`src/rtl/vu_pkg.sv`:
```
// Shared types and defaults for the VU meter PWM capture block.
package vu_pkg;

    typedef enum logic [1:0] {
        SYNC_WAIT = 2'd0,
        HIGH      = 2'd1,
        LOW       = 2'd2
    } vu_state_e;

    localparam int LEVEL_W    = 7;
    localparam int HIGH_CNT_W = 15;

    localparam int DEF_TICK_DIV         = 64;
    localparam int DEF_FRAME_TICKS      = 128;
    localparam int DEF_TIMEOUT_CYCLES   = 16384;
    localparam int DEF_PEAK_HOLD_FRAMES = 256;

    // Round the measured high time to the nearest tick and clamp to full scale.
    function automatic logic [LEVEL_W-1:0] ticks_to_level(
        input logic [HIGH_CNT_W-1:0] high_cnt,
        input int unsigned           tick_div,
        input int unsigned           tick_shift,
        input int unsigned           level_max
    );
        logic [HIGH_CNT_W:0]  rounded;
        logic [LEVEL_W-1:0]   result;
        rounded = ({1'b0, high_cnt} + (HIGH_CNT_W+1)'(tick_div / 2)) >> tick_shift;
        if (rounded > (HIGH_CNT_W+1)'(level_max)) begin
            result = LEVEL_W'(level_max);
        end else begin
            result = rounded[LEVEL_W-1:0];
        end
        return result;
    endfunction

endpackage

```
`src/rtl/vu_pwm_chan_decoder.sv`:
```
// One PWM capture channel: synchronizer, frame FSM, level/stuck outputs.
// Peak-hold tracking is built only when VU_PEAK_HOLD_EN is defined.
module vu_pwm_chan_decoder
    import vu_pkg::*;
#(
    parameter int TICK_DIV       = DEF_TICK_DIV,
    parameter int FRAME_TICKS    = DEF_FRAME_TICKS,
    parameter int TIMEOUT_CYCLES = DEF_TIMEOUT_CYCLES
`ifdef VU_PEAK_HOLD_EN
    ,
    parameter int PEAK_HOLD_FRAMES = DEF_PEAK_HOLD_FRAMES
`endif
) (
    input  logic               clk_i,
    input  logic               rst_i,
    input  logic               enable_i,
    input  logic               pwm_i,
    output logic [LEVEL_W-1:0] level_o,
    output logic               level_valid_o,
    output logic               stuck_o
`ifdef VU_PEAK_HOLD_EN
    ,
    output logic [LEVEL_W-1:0] peak_o
`endif
);

    localparam int TICK_SHIFT = $clog2(TICK_DIV);
    localparam int PER_W      = $clog2(TIMEOUT_CYCLES);
    localparam int FULL_SCALE = (1 << LEVEL_W) - 1;
    localparam int LEVEL_MAX  = (FRAME_TICKS - 1 < FULL_SCALE) ? FRAME_TICKS - 1 : FULL_SCALE;

    localparam logic [PER_W-1:0]   PER_LAST  = PER_W'(TIMEOUT_CYCLES - 1);
    localparam logic [LEVEL_W-1:0] LEVEL_TOP = LEVEL_W'(LEVEL_MAX);

    logic                  sync1_q, sync2_q, sync3_q;
    vu_state_e             state_q, state_d;
    logic [HIGH_CNT_W-1:0] high_q, high_d;
    logic [PER_W-1:0]      per_q, per_d;
    logic [LEVEL_W-1:0]    level_q, level_d;
    logic                  valid_q, valid_d;
    logic                  stuck_q, stuck_d;
    logic                  rise_edge, fall_edge;
    logic [LEVEL_W-1:0]    frame_level;

    assign rise_edge   = sync2_q & ~sync3_q;
    assign fall_edge   = ~sync2_q & sync3_q;
    assign frame_level = ticks_to_level(high_q, TICK_DIV, TICK_SHIFT, LEVEL_MAX);

    always_ff @(posedge clk_i or posedge rst_i) begin
        if (rst_i) begin
            sync1_q <= 1'b0;
            sync2_q <= 1'b0;
            sync3_q <= 1'b0;
            state_q <= SYNC_WAIT;
            high_q  <= '0;
            per_q   <= '0;
            level_q <= '0;
            valid_q <= 1'b0;
            stuck_q <= 1'b0;
        end else begin
            sync1_q <= pwm_i;
            sync2_q <= sync1_q;
            sync3_q <= sync2_q;
            state_q <= state_d;
            high_q  <= high_d;
            per_q   <= per_d;
            level_q <= level_d;
            valid_q <= valid_d;
            stuck_q <= stuck_d;
        end
    end

    // Priority: disable, then a rising edge, then timeout, then normal counting.
    always_comb begin
        state_d = state_q;
        high_d  = high_q;
        per_d   = per_q;
        level_d = level_q;
        valid_d = 1'b0;
        stuck_d = stuck_q;
        if (!enable_i) begin
            state_d = SYNC_WAIT;
            high_d  = '0;
            per_d   = '0;
            stuck_d = 1'b0;
        end else if (rise_edge) begin
            if (state_q == LOW) begin
                level_d = frame_level;
                valid_d = 1'b1;
                stuck_d = 1'b0;
            end
            state_d = HIGH;
            high_d  = '0;
            per_d   = '0;
        end else if (per_q == PER_LAST) begin
            level_d = sync3_q ? LEVEL_TOP : '0;
            valid_d = 1'b1;
            stuck_d = 1'b1;
            state_d = SYNC_WAIT;
            high_d  = '0;
            per_d   = '0;
        end else begin
            per_d = per_q + PER_W'(1);
            case (state_q)
                HIGH: begin
                    if (high_q != '1) begin
                        high_d = high_q + HIGH_CNT_W'(1);
                    end
                    if (fall_edge) begin
                        state_d = LOW;
                    end
                end
                default: ;
            endcase
        end
    end

    assign level_o       = level_q;
    assign level_valid_o = valid_q;
    assign stuck_o       = stuck_q;

`ifdef VU_PEAK_HOLD_EN
    localparam int HOLD_W = $clog2(PEAK_HOLD_FRAMES + 1);

    logic [LEVEL_W-1:0] peak_q;
    logic [HOLD_W-1:0]  hold_q;

    // Peak only moves on strobes; while decaying it can never cross the new level
    // because the new level is strictly below the current peak on that path.
    always_ff @(posedge clk_i or posedge rst_i) begin
        if (rst_i) begin
            peak_q <= '0;
            hold_q <= '0;
        end else if (valid_d) begin
            if (level_d >= peak_q) begin
                peak_q <= level_d;
                hold_q <= HOLD_W'(PEAK_HOLD_FRAMES);
            end else if (hold_q != '0) begin
                hold_q <= hold_q - HOLD_W'(1);
            end else begin
                peak_q <= peak_q - LEVEL_W'(1);
            end
        end
    end

    assign peak_o = peak_q;
`endif

endmodule

```
`src/rtl/vu_pwm_decoder.sv`:
```
// Two-channel VU meter PWM capture (left/right), each channel fully independent.
// Define VU_PEAK_HOLD_EN to add the l_peak/r_peak peak-hold outputs.
module vu_pwm_decoder
    import vu_pkg::*;
#(
    parameter int TICK_DIV       = DEF_TICK_DIV,
    parameter int FRAME_TICKS    = DEF_FRAME_TICKS,
    parameter int TIMEOUT_CYCLES = DEF_TIMEOUT_CYCLES
`ifdef VU_PEAK_HOLD_EN
    ,
    parameter int PEAK_HOLD_FRAMES = DEF_PEAK_HOLD_FRAMES
`endif
) (
    input  logic               clk,
    input  logic               reset,
    input  logic               enable,
    input  logic               l_VU_pwm_in,
    input  logic               r_VU_pwm_in,
    output logic [LEVEL_W-1:0] l_level,
    output logic [LEVEL_W-1:0] r_level,
    output logic               l_level_valid,
    output logic               r_level_valid,
    output logic               l_stuck,
    output logic               r_stuck
`ifdef VU_PEAK_HOLD_EN
    ,
    output logic [LEVEL_W-1:0] l_peak,
    output logic [LEVEL_W-1:0] r_peak
`endif
);

    vu_pwm_chan_decoder #(
        .TICK_DIV       (TICK_DIV),
        .FRAME_TICKS    (FRAME_TICKS),
        .TIMEOUT_CYCLES (TIMEOUT_CYCLES)
`ifdef VU_PEAK_HOLD_EN
        ,
        .PEAK_HOLD_FRAMES (PEAK_HOLD_FRAMES)
`endif
    ) u_left (
        .clk_i         (clk),
        .rst_i         (reset),
        .enable_i      (enable),
        .pwm_i         (l_VU_pwm_in),
        .level_o       (l_level),
        .level_valid_o (l_level_valid),
        .stuck_o       (l_stuck)
`ifdef VU_PEAK_HOLD_EN
        ,
        .peak_o        (l_peak)
`endif
    );

    vu_pwm_chan_decoder #(
        .TICK_DIV       (TICK_DIV),
        .FRAME_TICKS    (FRAME_TICKS),
        .TIMEOUT_CYCLES (TIMEOUT_CYCLES)
`ifdef VU_PEAK_HOLD_EN
        ,
        .PEAK_HOLD_FRAMES (PEAK_HOLD_FRAMES)
`endif
    ) u_right (
        .clk_i         (clk),
        .rst_i         (reset),
        .enable_i      (enable),
        .pwm_i         (r_VU_pwm_in),
        .level_o       (r_level),
        .level_valid_o (r_level_valid),
        .stuck_o       (r_stuck)
`ifdef VU_PEAK_HOLD_EN
        ,
        .peak_o        (r_peak)
`endif
    );

endmodule

```
`config.mk`:
```
export PLATFORM = sky130hd
export DESIGN_NAME = vu_pwm_decoder
export DESIGN_NICKNAME = d
export VERILOG_FILES = /design/src/rtl/vu_pkg.sv /design/src/rtl/vu_pwm_chan_decoder.sv /design/src/rtl/vu_pwm_decoder.sv
export SDC_FILE = /design/constraint.sdc
export NUM_CORES = 1
export LEC_CHECK = 0
export BUFFER_PORTS_ARGS = -buffer_cell sky130_fd_sc_hd__buf_2
export CELL_PAD_IN_SITES_DETAIL_PLACEMENT = 0
export CELL_PAD_IN_SITES_GLOBAL_PLACEMENT = 1
export CORE_ASPECT_RATIO = 2
export CORE_UTILIZATION = 30
export CTS_CLUSTER_DIAMETER = 40
export DETAILED_ROUTE_END_ITERATION = 8
export PLACE_DENSITY_LB_ADDON = 0.1
export SLEW_MARGIN = 5
export SYNTH_ARGS = -nofsm -noshare
export SYNTH_HDL_FRONTEND = slang
export SYNTH_SLANG_ARGS = --single-unit
```
`constraint.sdc`:
```
create_clock -name clk -period 7.25 [get_ports clk]
set_input_delay 1.45 -clock clk [delete_from_list [all_inputs] [get_ports clk]]
set_output_delay 1.45 -clock clk [all_outputs]
set_load 0.005 [all_outputs]
```
Word-level counts from Yosys, hierarchy flattened
Index checks and enable logic that the tools add are counted.

storage, ports and cells
  bits in latches = 0
  ROM bits = 0
  memory bits (writable) = 0
  memories = 0
  bits in registers = 86
  bits of input ports = 5

cells by class
  eq/ne operators = 20
  reductions and logical operators = 10
  bitwise gates (word level) = 8
  shifts and indexed selects = 0
  multipliers = 0
  multiplexer cells = 52
  magnitude comparators = 2
  add/sub/neg operators = 6
  divide/modulo/power cells = 0

operators by type and width
  cell                                                                     count
  15-bit 2-to-1 mux                                                        10
  14-bit 2-to-1 mux                                                        6
  7-bit 2-to-1 mux                                                         10
  15-bit by 6-bit adder with 16-bit output, second input constant          2
  15-bit by 1-bit adder with 15-bit output, second input constant          2
  15-bit inequality test, second input constant                            2
  14-bit by 1-bit adder with 14-bit output, second input constant          2
  14-bit equality test, second input constant                              2
  4-bit by 1-bit inequality test with 1-bit output, second input constant  6
  10-bit by 7-bit > comparator with 1-bit output, second input constant    2
  2-bit 2-to-1 mux                                                         10
  1-bit 2-to-1 mux                                                         16
  2-bit AND reduction                                                      6
  3-bit by 1-bit inequality test with 1-bit output, second input constant  2
  3-bit inequality test, second input constant                             2
  3-bit AND reduction                                                      2
  1-bit bitwise AND                                                        4
  2-bit by 1-bit equality test with 1-bit output, second input constant    2
  2-bit equality test, second input constant                               2
  2-bit inequality test, second input constant                             2
  1-bit inverter                                                           4
  2-bit nonzero test                                                       2

Depth between registers and ports, before layout
Gate-level depths: netlist (run 1).

  word-level depth = 7
  depth in mapped cells = 8

Modules after synthesis
A second synthesis (run 1) with hierarchy kept.

unflattened totals
  cells, all modules = 447
  area, all modules = 4515.6 um^2

modules (own cells, without submodules)
  module                          times used  area each (um^2)  cells each
  vu_pwm_chan_decoder at u_right  1           2342.2            227
  vu_pwm_chan_decoder at u_left   1           2173.3            220

Worst setup path after synthesis (run 1)
No wires, ideal clock.

  kind = input-to-reg
  from = in enable
  to = reg u_left.level_q[1], in the netlist u_left.level_o[1]
  setup slack = 4753 ps
  library setup time = 137 ps
  data required time = 7113 ps
  data arrival time = 2360 ps
  stages on the path = 5
  cell sequence = nand3b_1 > nor4_1 > a41oi_1 > o21bai_1 > o21ai_0

between the ends
  word-level cells in the longest chain between the ends = 1

RTL lines
  element                               line                       RTL
  start: declaration                    vu_pwm_decoder.sv:16       input logic enable,
  3-bit AND reduction (no source line)  n/a
  end signal: assignment                vu_pwm_chan_decoder.sv:67  level_q <= level_d;
  end: declaration                      vu_pwm_chan_decoder.sv:39  logic [LEVEL_W-1:0] level_q, level_d;

No other way between the ends.
A chain may end at the register's enable or synchronous reset.

Worst setup path in the final report (run 1)
  from = in enable
  to = reg u_left.level_q[6], in the netlist u_left.level_o[6]

The elaborated chain is that of the path after synthesis.

==> results.md, run 1 <==
Synth:
- The synthesized net count is 453.
- Yosys mapped a number of flops with a built-in enable equal to 0.
- The total number of yosys warnings is 0.
- The synthesized instance count is 440.
- The number of register bits inferred by synthesis is 86.
- Summing every instance area after synthesis gives 0.00429 mm^2.
- For this run, asynchronously set or reset flops after synthesis account for 100%.
- The count of cell types in the netlist is 47.
- Sequential elements use 50.2% of the synthesized area.
- The mean instance size in the synthesized netlist is 9.75 um^2.
- The leading register cell type out of synthesis is dfrtp_1.

Timing:
- The setup TNS is 0 ns.
- Setup repair after global routing left no endpoint under its margin.
- The fmax is 366 MHz.
- Final hold analysis gives a worst-case slack of 0.335 ns.
- Dividing the final minimum period by the clock period gives 37.7%.
- The worst path needs 2.73 ns of the cycle, external delays included.
- The count of endpoints failing hold in the final timing report is 0.
- The final count of pins violating max slew is 0.
- For the final database, setup skew stands at 0.0146 ns.
- In this run the tightest slew margin relative to its limit is 30.2%.
- The count of endpoints failing setup in the final report is 0.
- At the pin with the least slew margin, the transition time is 1.05 ns.
- Across all setup checks in the final design, the least slack found is 4.52 ns.

Power and ir drop:
- The switching power as a share of total power is 24.4%.
- The power per standard cell area is 213 mW/mm^2.
- The sequential fraction of design power is 48.5%.
- The static leakage is 2.12 nW.
- Internal power comes to 0.000785 W.
- Combinational logic is responsible for 5.5% of the overall power.
- In this run the power spent charging and discharging nets is 0.000253 W.
- Per report_power, the clock group accounts for 46.0% of the total.
- VDD sags by at most 0.000105 V.
- The completed layout was analyzed and its total power is 0.00104 W.

CTS:
- The CTS tree is yes.
- The count of hold-fix buffers inserted at cts is 0.
- The number of buffers created by CTS is 9.
- The number of buffers inserted to repair setup after CTS is 0.
- CTS placed an instance of clkbuf_16 at the clock tree root.
- The clock latency on the worst-skew pair is 0.35 ns.
- The clock edge transition at the registers on the reported setup and hold paths is 0.08 ns.
- The CTS H-tree depth is 3.
- The number of clock sinks is 86.
- The maximum number of buffers from clock root to sink is 2.
- The number of gates given a new drive strength after cts is 0.

Drt:
- After detailed routing, the number of vias per cell comes to 4.85.
- The total vias in the final route is 3159.
- Dividing the detail-routed wire length by the instance count gives 15.1 um.
- The total detailed-routing wirelength is 9820 um.
- The post-detailed-route count of antenna-violating nets is 0.
- The post-detailed-route DRC marker count is 0.
- Before antenna repair, the detailed router went through 4 iterations.
- The DRC violation total after the first TritonRoute iteration is 142.

Worst hold path:
- The launch point of the worst hold path is u_left.sync1_q.
- The worst hold path was traced through 0 stages.
- The worst hold-check path type is reg -> reg.
- The end of the worst hold path is u_left.sync2_q.

Global routing:
- The maximum number of pins on one net before global-route repair is 73.
- The number of global-route vias before repair is 3357.
- The first global-routing pass estimated 16800 um of wire.
- In the global route stage, overall resource usage came out at 14.8%.
- The final global-route overflow total is 0.
- The number of antenna violations at the first check in global routing is 0.

Floorplanning:
- The die covers 0.0148 mm^2.
- Pin placement for this block handled 23 I/O pins.
- The number of rows in the core area is 61.
- The die is 171 um tall.
- The initial utilization of the core area, before any placement, comes to 30.7%.
- The floorplan step set the die width to 86.6 um.
- The core region is 0.0140 mm^2.

Setup path:
- The register-to-register path setup slack is 4.67 ns.
- In this run the worst path has a maximum fanout of 14.
- The kind of start point of the critical path is a primary input.
- The critical path in this run is classified as in -> reg.
- STA classifies the critical path endpoint as a flip-flop.
- The terminus of the critical flop-to-flop path is u_left.high_q[2].
- The beginning of the worst register-to-register path is u_left.per_q[0].
- Data on the critical path is required at its endpoint by 7.46 ns.
- The cell depth of the worst flop-to-flop path is 5.
- Data on the critical path arrives at its endpoint at 2.94 ns.

Flow run:
- The total of max-cap violations is 0.

Finish:
- The final net count is 471.
- The fraction of final layout cells with drive strength greater than 1 is 10.6%.
- From synthesis to final layout, the design area changed by 13.7%.
- The repair_antennas step left the layout with diodes totalling 0.

Placed design:
- The congestion estimate from routability-driven global placement came to 0.753.
- The post-DP HPWL is 7000 um.
- The port buffer count is 22.
- At the placement stage, the worst setup path has a slack of 4.09 ns.

Status:
- The run finished with clean final reports.
-- synth_stat cells (all sizes together), types with 4 or more instances --
library cell	instances	area [um^2]
dfrtp	86	2150
nor2	63	236
nand2	35	139
nand3	27	140
xnor2	26	228
xor2	26	228
nand4	18	128
inv	17	63.8
o21ai	17	96.4
a21oi	16	80.1
nor3	10	50.1
and3	9	56.3
clkbuf	9	33.8
buf	8	46.3
ha	8	100
a22o	7	61.3
nor4	7	50.1
nand2b	6	37.5
or3	6	38.8
nor3b	4	30.0
or4	4	33.8
-- per-layer routing --
metal,up-vias,global-route usage [%],wire (um)
met3,17,2.60,183
met2,31,27.8,5450
li1,1568,-,-
met1,1543,15.5,3920
met5,-,0,0
met4,0,6.74,261
-- cells by family (layout without fill, tap and decap cells) --
kind of cell / count (synthesis) / after routing / share of synthesized area (%)
flops: 86 / 86 / 50.2
compound gates: 57 / 57 / 8.98
xor+xnor: 52 / 52 / 10.6
fa+ha+maj: 8 / 8 / 2.33
mux: 1 / 1 / 0.233
simple gates: 202 / 202 / 24.3
buf+inv: 34 / 57 / 3.35
-- area by class of cell --
type	count	area (um^2)
Clock inverter	7	81.3
Sequential cell	86	2150
Timing Repair Buffer	24	125
Inverter	17	65.1
Clock buffer	9	225
Fill cell	1475	9090
Tap cell	189	236
Multi-Input combinational cell	320	1990
-- how the worst max path moves through the flow --
stage / endpoint / slack [ns] / cells past startpoint / from
5_1_grt: u_left.high_q[4] / 4.32 / 4 / enable
3_5_place_dp: u_left.level_o[1] / 4.09 / 6 / enable
3_3_place_gp: u_left.high_q[4] / 4.16 / 4 / enable
2_1_floorplan: u_left.high_q[0] / 3.58 / 1 / reset
4_1_cts: u_left.level_o[6] / 4.46 / 6 / enable
6_report: u_left.level_o[6] / 4.52 / 6 / enable
-- flip-flops by register name (all words and copies together) (netlist names), 2 cells and up --
signal / count
u_left.high_q: 15
u_right.state_q: 2
u_left.level_o: 7
u_right.per_q: 14
u_right.level_o: 7
u_left.state_q: 2
u_left.per_q: 14
u_right.high_q: 15
-- power groups by stage --
stage               sequential (W)  clock [W]  combinational (W)
floorplan                 0.000512          0          0.0000359
global placement          0.000514          0          0.0000592
detailed placement        0.000514          0          0.0000599
CTS                       0.000504   0.000500          0.0000600
global route              0.000506   0.000515          0.0000663
finish                    0.000504   0.000477          0.0000571
-- critical path, stage by stage --
cell,delay [ns]
buf_2,0.20
nand3b_1,0.12
nor4_1,0.05
a41oi_1,0.62
o21bai_1,0.33
o21ai_0,0.17
-- cell usage in the layout, fill, tap and decap left out, types with 3 or more instances in the layout --
master and n:
xor2_1 26, and2_1 3, xnor2_1 26, nand3_1 26
and4_1 3, nor4_1 6, nor3_1 10, clkbuf_16 9
ha_1 8, inv_1 16, o21ai_0 16, nand2_1 34
a21oi_1 16, buf_2 22, a22o_1 7, clkinv_4 3
nor2_1 63, nor3b_1 4, nand2b_1 6, or3_1 5
dfrtp_1 86, and3_1 9, nand4_1 17, or4_1 3
-- stage by stage --
stage / std cells / utilization [%] / instance area (um^2)
3_5_place_dp: 636 / 32.7 / 4570
4_1_cts: 652 / 34.9 / 4880
5_1_grt: 652 / 34.9 / 4880
2_1_floorplan: 440 / - / 4290
6_report: 652 / 34.9 / 4880
3_3_place_gp: 636 / 32.7 / 4570
Power figures use the tool's default switching activity.
==> run 2: changes to the inputs <==
==> constraint.sdc (replaced) <==
create_clock -name clk -period 2.54 [get_ports clk]
set_input_delay 0.508 -clock clk [delete_from_list [all_inputs] [get_ports clk]]
set_output_delay 0.508 -clock clk [all_outputs]
set_load 0.005 [all_outputs]
==> results.md, run 2 (synthesis gave the netlist of run 1 again) <==
CTS:
- The clock latency on the worst-skew pair is 0.34 ns.
- The root buffer cell is clkbuf_16.
- The H-tree was split into 3 levels.
- In this run the post-CTS setup repair buffer count came out at 0.
- The longest clock path from root to sink contains 2 buffers.
- After clock tree synthesis, the clock-pin slew on the worst setup and hold paths is 0.06 ns.
- Buffers inserted during clock tree synthesis total 9.
- The number of gates given a new drive strength after cts is 0.
- Buffers inserted to repair hold after CTS numbered 0.
- The CTS tree is yes.
- For this design, the sink count on the clock tree is 86.

Power and ir drop:
- The clock network fraction of total power is 44.7%.
- The static leakage is 2.16 nW.
- Across the VDD grid, the largest voltage drop is 0.000287 V.
- In this run the power density over the cells is 591 mW/mm^2.
- Combinational logic is responsible for 5.9% of the overall power.
- The share of total power dissipated in sequential elements is 49.4%.
- The switching power total is 0.000685 W.
- Summing internal, switching and leakage power gives 0.00292 W.
- The switching power as a share of total power is 23.5%.
- The internal portion of the total power is 0.00224 W.

Finish:
- The number of antenna diodes in the final layout is 0.
- The largest registers in the layout are u_left.high_q x15, u_right.high_q x15.
- After filler insertion, the fill cell instance count of the layout stands at 1436.
- The final net count is 479.
- The area of the multi-input gates is 0.00199 mm^2.
- The most common library cell in the layout ignoring fill and taps is dfrtp_1.
- The fraction of final layout cells with drive strength greater than 1 is 11.9%.
- Summing all flip-flop and latch instances after layout gives 0.00215 mm^2.
- The layout-stage area growth over the synthesis result is 15.1%.
- The top cell types in the final layout, fill and taps aside, are 86 x dfrtp_1, 63 x nor2_1, 34 x nand2_1.

Global routing:
- Entering global routing, the biggest net connects 43 pins.
- The number of antenna violations at the first check in global routing is 0.
- The number of global-route vias before repair was 3481.
- The combined global-route utilization of all metal layers is 16.2%.
- The wire length of the first global-routing pass is 18100 um.
- The final global-route overflow total is 0.

Timing:
- The count of endpoints failing hold in the final timing report was 0.
- The headroom to the max-slew limit is 45.8%.
- Static timing analysis puts the maximum clock frequency at 453 MHz.
- The final period utilization is 86.8%.
- The setup TNS is 0 ns.
- The worst clock skew is 0.00900 ns.
- Setup violations remaining at the end of the flow were counted as 0.
- The final count of pins violating max slew is 0.
- The minimum clock period after layout is 2.21 ns.
- The measured slew at the worst slew-check pin is 0.803 ns.
- Setup repair after global routing left no endpoint under its margin.

Floorplanning:
- The number of rows in the core area is 61.
- The standard cell core area is 0.0140 mm^2.
- The initial core utilization is 30.7%.
- The floorplan step defined a die boundary enclosing 0.0148 mm^2.
- The width of the die is 86.6 um.
- The total I/O pin count is 23.
- The vertical extent of the die is 171 um.

Setup path:
- In this run the critical register-to-register path is captured at u_left.level_o[1].
- The beginning of the worst register-to-register path is u_left.per_q[0].
- The type of element capturing the critical path is a flip-flop.
- Among all stages on the critical path, the largest delay is contributed by a41oi_1.
- In this run the worst path has a maximum fanout of 9.
- The critical path is of the reg -> reg type.
- The register-to-register path setup slack is 0.33 ns.
- STA classifies the critical path startpoint as a flip-flop.
- The number of buffers and inverters on the critical path is 0.
- For the worst setup path, the data arrival time is 2.40 ns.
- The kind of cell adding the most delay to the critical path is compound AO/OA/AOI/OAI gates.
- The cell depth of the worst flop-to-flop path is 6.
- At the worst endpoint, the required time is 2.74 ns.
- The critical path goes through ha_1 > nand4_1 > nor4_1 > a41oi_1 > o21bai_1 > o21ai_0.
- The stage delay of the slowest cell on the critical path is 0.63 ns.

Drt:
- The routed design has 10400 um of wire.
- Summing over every cut layer, the via total after detailed routing is 3235.
- The post-detailed-route DRC marker count is 0.
- Dividing the detail-routed via count by the number of cells gives 4.90.
- The routed length per placed instance is 15.7 um.
- Before antenna repair, the detailed router went through 6 iterations.
- The detailed router finished its first iteration with 148 violations.
- The post-detailed-route count of antenna-violating nets is 0.

Placed design:
- Buffers placed on the I/O ports in this run total 22.
- Routability-driven placement finished with a final weighted congestion of 0.764.
- Detailed placement finished with a half-perimeter wire length of 7760 um.

Worst hold path:
- The path class of the tightest hold or removal check is in -> async.

Status:
- The flow ran to the end, and the final reports show no timing, DRC or antenna violations.

Flow run:
- The total of max-cap violations is 0.
==> run 2: power groups by stage <==
stage / combinational, W / clock (W) / sequential [W]
after CTS: 0.000181 / 0.00137 / 0.00144
after detailed placement: 0.000181 / 0 / 0.00147
after floorplan: 0.000103 / 0 / 0.00146
after global placement: 0.000180 / 0 / 0.00147
final: 0.000173 / 0.00131 / 0.00144
after global routing: 0.000202 / 0.00142 / 0.00145
==> run 2: cell type report <==
class / instances / share of cell area, %
Clock buffer: 10 / 4.64
Clock inverter: 6 / 1.27
Inverter: 17 / 1.37
Multi-Input combinational cell: 320 / 40.4
Sequential cell: 86 / 43.6
Tap cell: 189 / 4.79
Timing Repair Buffer: 32 / 4.00
==> run 2: per-layer routing <==
metal  part of all wire, %  routed length, um  vias to the layer above  GRT usage [%]
met5                     0                  0                        -              0
met4                   3.0                315                        0           7.46
met3                   1.7                177                       17           3.09
met2                    58               6000                       36           31.1
met1                    37               3890                     1600           16.3
li1                      -                  -                     1582              -
==> run 2: worst max-delay path by stage <==
stage / slack [ns] / end / startpoint / cells after the start
floorplan: 0.61 / u_right.level_o[3] / u_right.per_q[0] / 7
global placement: 0.35 / u_right.level_o[3] / u_right.high_q[5] / 6
detailed placement: 0.31 / u_left.level_o[2] / u_left.per_q[0] / 6
CTS: 0.30 / u_left.level_o[1] / u_left.per_q[0] / 6
global route: 0.11 / u_right.level_o[3] / u_right.high_q[5] / 6
finish: 0.33 / u_left.level_o[1] / u_left.per_q[0] / 6
==> run 2: worst register-to-register path, cell delays in order (launching register included) <==
cell	delay (ns)
dfrtp_1	0.42
ha_1	0.26
nand4_1	0.15
nor4_1	0.08
a41oi_1	0.63
o21bai_1	0.35
o21ai_0	0.18
==> run 2: stage by stage <==
stage	std cells	hold WS (ns)	setup WS [ns]	area, um^2	utilization [%]
after floorplan	440	0.331	0.607	4290	-
after global placement	644	0.339	0.354	4650	33.3
after detailed placement	644	0.336	0.305	4650	33.3
after CTS	660	0.142	0.299	4940	35.4
after global routing	660	0.148	0.107	4940	35.4
final	660	0.140	0.335	4940	35.4
==> run 3: changes to the inputs <==
--- a/config.mk
+++ b/config.mk
@@ -6,8 +6,8 @@
 export NUM_CORES = 1
 export LEC_CHECK = 0
 export BUFFER_PORTS_ARGS = -buffer_cell sky130_fd_sc_hd__buf_2
-export CELL_PAD_IN_SITES_DETAIL_PLACEMENT = 0
-export CELL_PAD_IN_SITES_GLOBAL_PLACEMENT = 1
+export CELL_PAD_IN_SITES_DETAIL_PLACEMENT = 1
+export CELL_PAD_IN_SITES_GLOBAL_PLACEMENT = 2
 export CORE_ASPECT_RATIO = 2
 export CORE_UTILIZATION = 30
 export CTS_CLUSTER_DIAMETER = 40
==> constraint.sdc (replaced) <==
create_clock -name clk -period 2.5 [get_ports clk]
set_input_delay 0.5 -clock clk [delete_from_list [all_inputs] [get_ports clk]]
set_output_delay 0.5 -clock clk [all_outputs]
set_load 0.01 [all_outputs]
==> results.md, run 3 (synthesis gave the netlist of run 1 again) <==
Finish:
- In the layout the commonest cells are 86 x dfrtp_1, 63 x nor2_1, 34 x nand2_1.
- The post-route non-filler standard cell count is 663.
- From synthesis to final layout, the design area changed by 15.7%.
- The largest registers in the layout are u_left.high_q x15, u_right.high_q x15.
- Cells with a size suffix above 1 make up 12.7% of the layout.
- The final net count is 482.
- For this run, the share of the core covered by cells in the final layout is 35.5%.
- The repair_antennas step left the layout with diodes totalling 0.
- After routing the design area is 0.00496 mm^2.
- The library cell used most frequently in the layout, excluding fill and tap cells, is dfrtp_1.

Setup path:
- STA classifies the critical path endpoint as a flip-flop.
- The peak fanout along the critical path is 7.
- The class of the most critical setup path is reg -> reg.
- STA classifies the critical path startpoint as a flip-flop.
- The cell depth of the worst flop-to-flop path is 6.
- The data arrival time at the worst-slack endpoint is 2.39 ns.
- The register-to-register path setup slack is 0.35 ns.
- The beginning of the worst register-to-register path is u_right.high_q[5].
- In this run the critical register-to-register path is captured at u_right.level_o[3].
- The required time of the worst setup path is 2.74 ns.

Drt:
- The DRC violation total after the first TritonRoute iteration is 95.
- In the routed design, unresolved DRC markers number 0.
- The routed length per placed instance is 16.5 um.
- The total vias in the final route is 3310.
- The post-detailed-route count of antenna-violating nets is 0.
- The total iterations of the first detailed-routing run is 4.
- For this block, the routed nets add up to 11000 um of wire.
- The routed via count divided by cell count is 4.99.

Global routing:
- After global routing the overflow that remains totals 0.
- The number of antenna violations at the first check in global routing is 0.
- The number of global-route vias before repair is 3651.
- The wire length of the first global-routing pass is 18800 um.
- Entering global routing, the biggest net connects 28 pins.
- In the global route stage, overall resource usage came out at 16.8%.

Placed design:
- The final weighted congestion in routability-driven placement is 0.746.
- In this run the cell area measured after placement is 0.00466 mm^2.
- The port buffer count is 22.
- The wire-length estimate of the detail-placed layout is 8230 um.
- The instance count after placement with tap cells included is 647.

Timing:
- The final count of pins violating max slew is 0.
- The count of endpoints failing hold in the final timing report is 0.
- At the pin with the least slew margin, the transition time is 0.644 ns.
- Setup repair after global routing left no endpoint under its margin.
- The worst clock skew is 0.00854 ns.
- The setup TNS is 0 ns.
- Timing would allow up to 465 MHz.
- Hold timing on the final database bottoms out at a slack of 0.229 ns.
- The count of endpoints failing setup in the final report is 0.
- In this run the tightest slew margin relative to its limit is 57.0%.
- The minimum clock period after layout is 2.15 ns.
- Of the available clock period, the critical path in the final layout requires 86.0%.

Power and ir drop:
- The static leakage is 2.16 nW.
- IR analysis of the VDD net gives a maximum drop of 0.000305 V.
- The power per standard cell area is 615 mW/mm^2.

Floorplanning:
- 23 I/O pins were placed.
- For this configuration, the core starts out at a cell density of 30.7%.
- The initialized floorplan defines 61 standard-cell rows.
- The standard cell core area is 0.0140 mm^2.
- The die is 171 um tall.
- The area enclosed by the die boundary is 0.0148 mm^2.
- The die is 86.6 um wide.

Worst hold path:
- The worst hold path belongs to the class in -> async.

CTS:
- Clock-pin slew was measured on the worst setup and hold paths at 0.07 ns.
- The number of gates given a new drive strength after cts is 0.
- The CTS H-tree depth is 3.
- The number of clock sinks is 86.
- TritonCTS built the clock tree.
- Post-CTS timing repair inserted 0 buffers for setup.
- For this design, the CTS-stage hold fixing added 0 buffers.
- The maximum number of buffers from clock root to sink is 2.
- The root buffer cell is clkbuf_16.
- For the worst-skew pair, the clock arrives at the later sink with an insertion delay of 0.35 ns.
- The number of buffers created by CTS is 9.

Status:
- The run finished with clean final reports.

Flow run:
- Across the run, the number of max-cap violations was 0.
-- run 3: cell types whose count changed in the layout (fill, tap and decap cells not counted), sizes merged --
cell | previous run | this run
buf | 32 | 35
clkinv | 5 | 0
clkbuf | 10 | 9
clkinvlp | 1 | 4
inv | 16 | 19
-- run 3: how the worst max path moves through the flow --
stage	depth (start not counted)	startpoint	endpoint	slack, ns
floorplan	7	u_right.per_q[0]	u_right.level_o[3]	0.57
global placement	6	u_right.high_q[5]	u_right.level_o[3]	0.37
detailed placement	6	u_right.high_q[5]	u_right.level_o[3]	0.33
CTS	6	u_right.high_q[5]	u_right.level_o[3]	0.31
global route	6	u_right.high_q[5]	u_right.level_o[3]	0.17
finish	6	u_right.high_q[5]	u_right.level_o[3]	0.35
-- run 3: critical path: stages, from the launching register on --
cell	delay (ns)
dfrtp_1	0.43
ha_1	0.28
and4_1	0.24
a41o_1	0.27
a21oi_1	0.43
o21ai_0	0.17
a22o_1	0.22
-- run 3: routing by layer --
| layer | vias to the layer above | wire length, um | share of wire, % | GRT usage (%) |
|---|---|---|---|---|
| met4 | 0 | 242 | 2.2 | 7.10 |
| met2 | 24 | 6520 | 59 | 33.2 |
| met3 | 18 | 167 | 1.5 | 3.33 |
| li1 | 1581 | - | - | - |
| met5 | - | 0 | 0 | 0 |
| met1 | 1687 | 4040 | 37 | 16.4 |
-- run 3: power by group --
| part | leakage, nW | internal, W | total, W | switching [W] |
|---|---|---|---|---|
| Clock | 0.139 | 0.000786 | 0.00140 | 0.000616 |
| Combinational | 0.845 | 0.0000674 | 0.000188 | 0.000121 |
| Sequential | 1.18 | 0.00143 | 0.00146 | 0.0000294 |
| Total | 2.16 | 0.00228 | 0.00305 | 0.000766 |
-- run 3: final cells by class --
type,instances,area (um^2)
Timing Repair Buffer,35,208
Inverter,17,67.6
Clock inverter,7,78.8
Fill cell,1613,9000
Clock buffer,9,225
Multi-Input combinational cell,320,1990
Tap cell,189,236
Sequential cell,86,2150
-- run 3: through the flow --
stage          setup slack (ns)  total power, W
2_1_floorplan             0.567         0.00160
3_3_place_gp              0.374         0.00168
3_5_place_dp              0.332         0.00169
4_1_cts                   0.314         0.00311
5_1_grt                   0.170         0.00319
6_report                  0.350         0.00305
